`config.mk`:
```
export PLATFORM = sky130hd
export DESIGN_NAME = fifo_rd_drain
export DESIGN_NICKNAME = d
export VERILOG_FILES = /design/src/rtl/fifo_rd_drain.sv
export SDC_FILE = /design/constraint.sdc
export NUM_CORES = 1
export LEC_CHECK = 0
export CORE_UTILIZATION = 53
export CTS_CLUSTER_DIAMETER = 80
export DETAILED_ROUTE_END_ITERATION = 6
export MAX_ROUTING_LAYER = met4
export PLACE_DENSITY_LB_ADDON = 0.2
export RECOVER_POWER = 50
export SLEW_MARGIN = 20
export SYNTH_ARGS = -nofsm -noshare
export SYNTH_HDL_FRONTEND = slang
export SYNTH_SLANG_ARGS = --single-unit
```
`constraint.sdc`:
```
create_clock -name clk -period 7.15 [get_ports clk]
set_input_delay 2.145 -clock clk [delete_from_list [all_inputs] [get_ports clk]]
set_output_delay 2.145 -clock clk [all_outputs]
set_load 0.05 [all_outputs]
```
`src/rtl/fifo_rd_drain.sv`:
```
// Purpose : drains a synchronous FIFO's read port into a registered valid/ready stream.
// Latency : two cycles from FIFO non-empty (buffer idle) to m_valid; one word/cycle sustained.
// Backpr. : 2-entry skid buffer; rd_en withheld whenever buffered + in-flight words would exceed 2.
//
// Ports
//   clk        sole clock, all state on the rising edge
//   rst        synchronous active-high reset
//   rd_en      FIFO read request (combinational from registered state, empty, m_ready)
//   data_out   FIFO read data, valid the cycle after an accepted rd_en
//   empty      FIFO empty flag
//   underflow  FIFO underflow flag, aligned with the data cycle of a bad read
//   m_valid    downstream word valid (registered)
//   m_data     downstream word (registered)
//   m_ready    downstream accept
//   err        sticky underflow error, only when FIFO_RD_ERR_EN is defined
//
// Build option: define FIFO_RD_ERR_EN to add the sticky err output.

module fifo_rd_drain #(
    parameter int FIFO_WIDTH = 16
) (
    input  logic                  clk,
    input  logic                  rst,
    output logic                  rd_en,
    input  logic [FIFO_WIDTH-1:0] data_out,
    input  logic                  empty,
    input  logic                  underflow,
    output logic                  m_valid,
    output logic [FIFO_WIDTH-1:0] m_data,
    input  logic                  m_ready
`ifdef FIFO_RD_ERR_EN
    ,
    output logic                  err
`endif
);

    // ------------------------------------------------------------------
    // Registered state
    // ------------------------------------------------------------------
    logic [1:0]            r_occ;        // words held in the skid buffer (0..2)
    logic                  r_inflight;   // rd_en was accepted last cycle
    logic [FIFO_WIDTH-1:0] r_buf [2];
    logic                  r_head;
    logic                  r_tail;
    logic                  r_m_valid;
    logic [FIFO_WIDTH-1:0] r_m_data;

    // ------------------------------------------------------------------
    // Next-state wires
    // ------------------------------------------------------------------
    logic                  w_pop;
    logic                  w_cap;
    logic [2:0]            w_level;
    logic [1:0]            w_occ_nxt;
    logic                  w_head_nxt;
    logic                  w_tail_nxt;
    logic [FIFO_WIDTH-1:0] w_buf0_nxt;
    logic [FIFO_WIDTH-1:0] w_buf1_nxt;
    logic [FIFO_WIDTH-1:0] w_m_data_nxt;

    assign w_pop = r_m_valid && m_ready;

    // An underflowed read returns garbage; it is dropped rather than buffered.
    assign w_cap = r_inflight && !underflow;

    // Words that will still need a slot after this edge. A pop frees a slot
    // in the same cycle, which is why m_ready reaches rd_en combinationally.
    // pop implies occ >= 1, so this never goes negative.
    assign w_level = {1'b0, r_occ} + {2'b00, r_inflight} - {2'b00, w_pop};

    assign rd_en = !rst && !empty && (w_level < 3'd2);

    // occ + inflight never exceeds 2, so occ_nxt stays within 0..2.
    assign w_occ_nxt  = r_occ + {1'b0, w_cap} - {1'b0, w_pop};
    assign w_head_nxt = w_pop ? ~r_head : r_head;
    assign w_tail_nxt = w_cap ? ~r_tail : r_tail;

    // The captured word always lands in a free slot: when occ == 1 the tail
    // differs from the head, so the word being presented is never overwritten.
    assign w_buf0_nxt = (w_cap && (r_tail == 1'b0)) ? data_out : r_buf[0];
    assign w_buf1_nxt = (w_cap && (r_tail == 1'b1)) ? data_out : r_buf[1];

    // Output register is loaded from the post-update head so a word captured
    // into an empty buffer is presented on the very next cycle.
    assign w_m_data_nxt = w_head_nxt ? w_buf1_nxt : w_buf0_nxt;

    // ------------------------------------------------------------------
    // State update
    // ------------------------------------------------------------------
    always_ff @(posedge clk) begin
        if (rst) begin
            r_occ      <= 2'd0;
            r_inflight <= 1'b0;
            r_buf[0]   <= '0;
            r_buf[1]   <= '0;
            r_head     <= 1'b0;
            r_tail     <= 1'b0;
            r_m_valid  <= 1'b0;
            r_m_data   <= '0;
        end else begin
            r_occ      <= w_occ_nxt;
            r_inflight <= rd_en;
            r_buf[0]   <= w_buf0_nxt;
            r_buf[1]   <= w_buf1_nxt;
            r_head     <= w_head_nxt;
            r_tail     <= w_tail_nxt;
            r_m_valid  <= (w_occ_nxt != 2'd0);
            r_m_data   <= w_m_data_nxt;
        end
    end

    assign m_valid = r_m_valid;
    assign m_data  = r_m_data;

`ifdef FIFO_RD_ERR_EN
    // ------------------------------------------------------------------
    // Sticky underflow error: set on the data cycle of a bad read, held
    // until reset so software can observe it after the fact.
    // ------------------------------------------------------------------
    logic r_err;

    always_ff @(posedge clk) begin
        if (rst) begin
            r_err <= 1'b0;
        end else if (r_inflight && underflow) begin
            r_err <= 1'b1;
        end
    end

    assign err = r_err;
`endif

endmodule

```
==> impl_metrics.json <==
{
  "outcome": "finished, violations left",
  "violations": "capacitance limit, slew limit",
  "cp.required_ns": 5.01,
  "dpl.hpwl_mm": 2.47,
  "cts_buffers": 5,
  "cts_tree": "yes",
  "rows": 21,
  "startpoint_type": "input pin",
  "grt_overflow_total": 0,
  "max_slew_margin": -1.10,
  "grt_max_degree": 40,
  "die_area_mm2": 0.00384,
  "ctsRootBufferMaster": "clkbuf_4",
  "min_path_type": "register to register",
  "area_growth_pct": 21.9,
  "ys.flop_type": "dfxtp_1",
  "clk_path_buf_depth": 2,
  "dieHeight_um": 61.9,
  "finalHoldViolCount": 0,
  "power_density_mw_per_mm2": 281,
  "syn_inst": 172,
  "yosysWarnings": 0,
  "tightest_slew_ns": 3.14,
  "slew_violations": 17,
  "final.setup.tns_ns": 0,
  "grt.total_usage": 0.212,
  "post_drt_via_cell_ratio": 5.33,
  "htree_levels": 2,
  "ant_nets": 0,
  "worstPathMaxFanout": 5,
  "port-buffer-count": 38,
  "antenna_found_initial": 0,
  "wire_per_inst_um": 14.5,
  "wirelength_mm": 3.69,
  "post_cts_buffers": 0,
  "ctsHoldBuffers": 0,
  "drc": 0,
  "io_pins": 39,
  "cp_data_arrival_time_ns": 4.81,
  "p_total_mw": 0.651,
  "post_cts_resized": 0,
  "insertion_delay_ns": 0.36,
  "maxCapViolations": 1,
  "drt_first_pass_iters": 4,
  "synth.distinct_cells": 27,
  "place.gp.congestion": 0.726,
  "min_period_ns": 6.95,
  "drt-initial-drc-count": 35,
  "fp.dieW_um": 61.9,
  "syn_area_per_cell_um2": 11.1,
  "grt_pass1_wl_mm": 5.58,
  "antenna_cells": 0,
  "seq_area_frac_synth": 0.568,
  "crit_type": "input pin to output pin",
  "finalSetupViolCount": 0,
  "crit_path_end_kind": "output pin",
  "synth-edff-count": 0,
  "placed_cell_area_mm2": 0.00228,
  "async_reset_ff_frac": 0,
  "grt_pass1_vias": 1291,
  "coreArea_mm2": 0.00339,
  "fill_cells": 241,
  "ir_worst_vdd_uv": 184,
  "fin_crit_sh": 0.973,
  "fmax_mhz": 144,
  "power.leakage_nw": 1.03,
  "clk_pin_slew_ns": 0.14,
  "finClkSkew_ns": 0.00518,
  "initial_core_util": 0.562,
  "final_nets": 230,
  "ys_ff_latch": 54,
  "synth_nets": 195,
  "cts_sinks": 54,
  "grt_setup_unrepaired": "no",
  "syn_area_mm2": 0.00190,
  "layout-drive-gt1-share": 0.0385,
  "stdcell_area_mm2": 0.00232,
  "vias": 1355
}
==> sequential cells by signal (all words and copies together), names as in the netlist <==
name / flops
r_inflight: 1
r_tail: 1
r_head: 1
m_valid: 1
r_buf: 32
m_data: 16
r_occ: 2
==> cells by family after synthesis <==
| group | count (synthesis) | synth area share |
|---|---|---|
| simple gates | 45 | 0.107 |
| flops | 54 | 0.568 |
| compound gates | 21 | 0.0710 |
| mux | 32 | 0.168 |
| xor+xnor | 5 | 0.0230 |
| buf+inv | 13 | 0.0460 |
| fa+ha+maj | 2 | 0.0171 |
==> critical path: stages <==
cell and delay, ns:
clkdlybuf4s50_1 0.51, nand2_1 0.14, xnor2_1 0.16, nand2_1 0.08, fa_1 0.40, xor2_1 0.18
nor4b_1 0.31, clkdlybuf4s50_1 0.87
==> cells in the final DEF (no fill, tap or decap), drive strengths merged <==
| cell | count |
|---|---|
| fa | 1 |
| dfxtp | 54 |
| o21ai | 1 |
| mux2i | 32 |
| dlygate4sd3 | 18 |
| nor4b | 2 |
| and3b | 1 |
| nor3b | 1 |
| o22ai | 16 |
| ha | 1 |
| or3 | 2 |
| nor2b | 1 |
| a31oi | 1 |
| xnor2 | 3 |
| xor2 | 2 |
| o21bai | 1 |
| inv | 2 |
| clkinv | 1 |
| clkbuf | 7 |
| a21oi | 1 |
| nand2 | 2 |
| nor2 | 35 |
| buf | 1 |
| a21boi | 1 |
| clkdlybuf4s50 | 20 |
| nand3b | 1 |
==> through the flow <==
step / cells / hold slack [ns] / util / setup slack [ns]
after detailed placement: 246 / 0.478 / 0.671 / 0.220
final: 254 / 0.506 / 0.685 / 0.196
after global routing: 254 / 0.536 / 0.685 / 0.0728
after floorplan: 172 / 0.456 / - / 0.367
after CTS: 254 / 0.512 / 0.689 / 0.220
after global placement: 246 / 0.467 / 0.671 / 0.389
==> layer usage <==
metal | vias up | track usage | part of all wire | routed length, um
met5 | - | - | 0 | 0
met4 | 0 | 0.0698 | 0.012 | 46
met3 | 5 | 0.0621 | 0.042 | 153
met2 | 30 | 0.374 | 0.51 | 1880
met1 | 661 | 0.227 | 0.43 | 1600
li1 | 659 | - | - | -
==> path summary, 6_finish.rpt <==
path / startpoint / to / slack, ns / cells past startpoint
worst min-delay path: r_buf[0][4] / r_buf[0][4] / 0.51 / 2
worst max-delay path: m_ready / rd_en / 0.20 / 8
worst min register to register: r_buf[0][4] / r_buf[0][4] / 0.51 / 2
worst max register to register: r_inflight / m_data[13] / 3.57 / 3
==> layout make-up <==
type                       count  area, um^2  area share
sequential                    54        1080       0.466
timing repair buffer          39         388       0.167
clock buffer                   7        55.1      0.0237
clock inverter                 1        5.00     0.00216
multi-input combinational    105         727       0.313
inverter                       2        7.51     0.00323
tap                           46        57.6      0.0248
==> report_power, final <==
part	switching [mW]	total, mW	internal, mW
sequential	0.0143	0.343	0.328
clock	0.0855	0.133	0.0479
combinational	0.107	0.175	0.0683
==> cell usage after synthesis, types with 2 or more instances <==
cell / n / area share
dfxtp_1: 54 / 0.57
nor2_1: 35 / 0.069
mux2i_1: 32 / 0.17
o22ai_1: 16 / 0.053
buf_4: 3 / 0.012
clkbuf_1: 3 / 0.0059
xnor2_1: 3 / 0.014
buf_6: 2 / 0.012
inv_1: 2 / 0.0039
nand2_1: 2 / 0.0039
nor4b_1: 2 / 0.0092
or3_1: 2 / 0.0066
xor2_1: 2 / 0.0092
(Power assumes the default switching activity.)
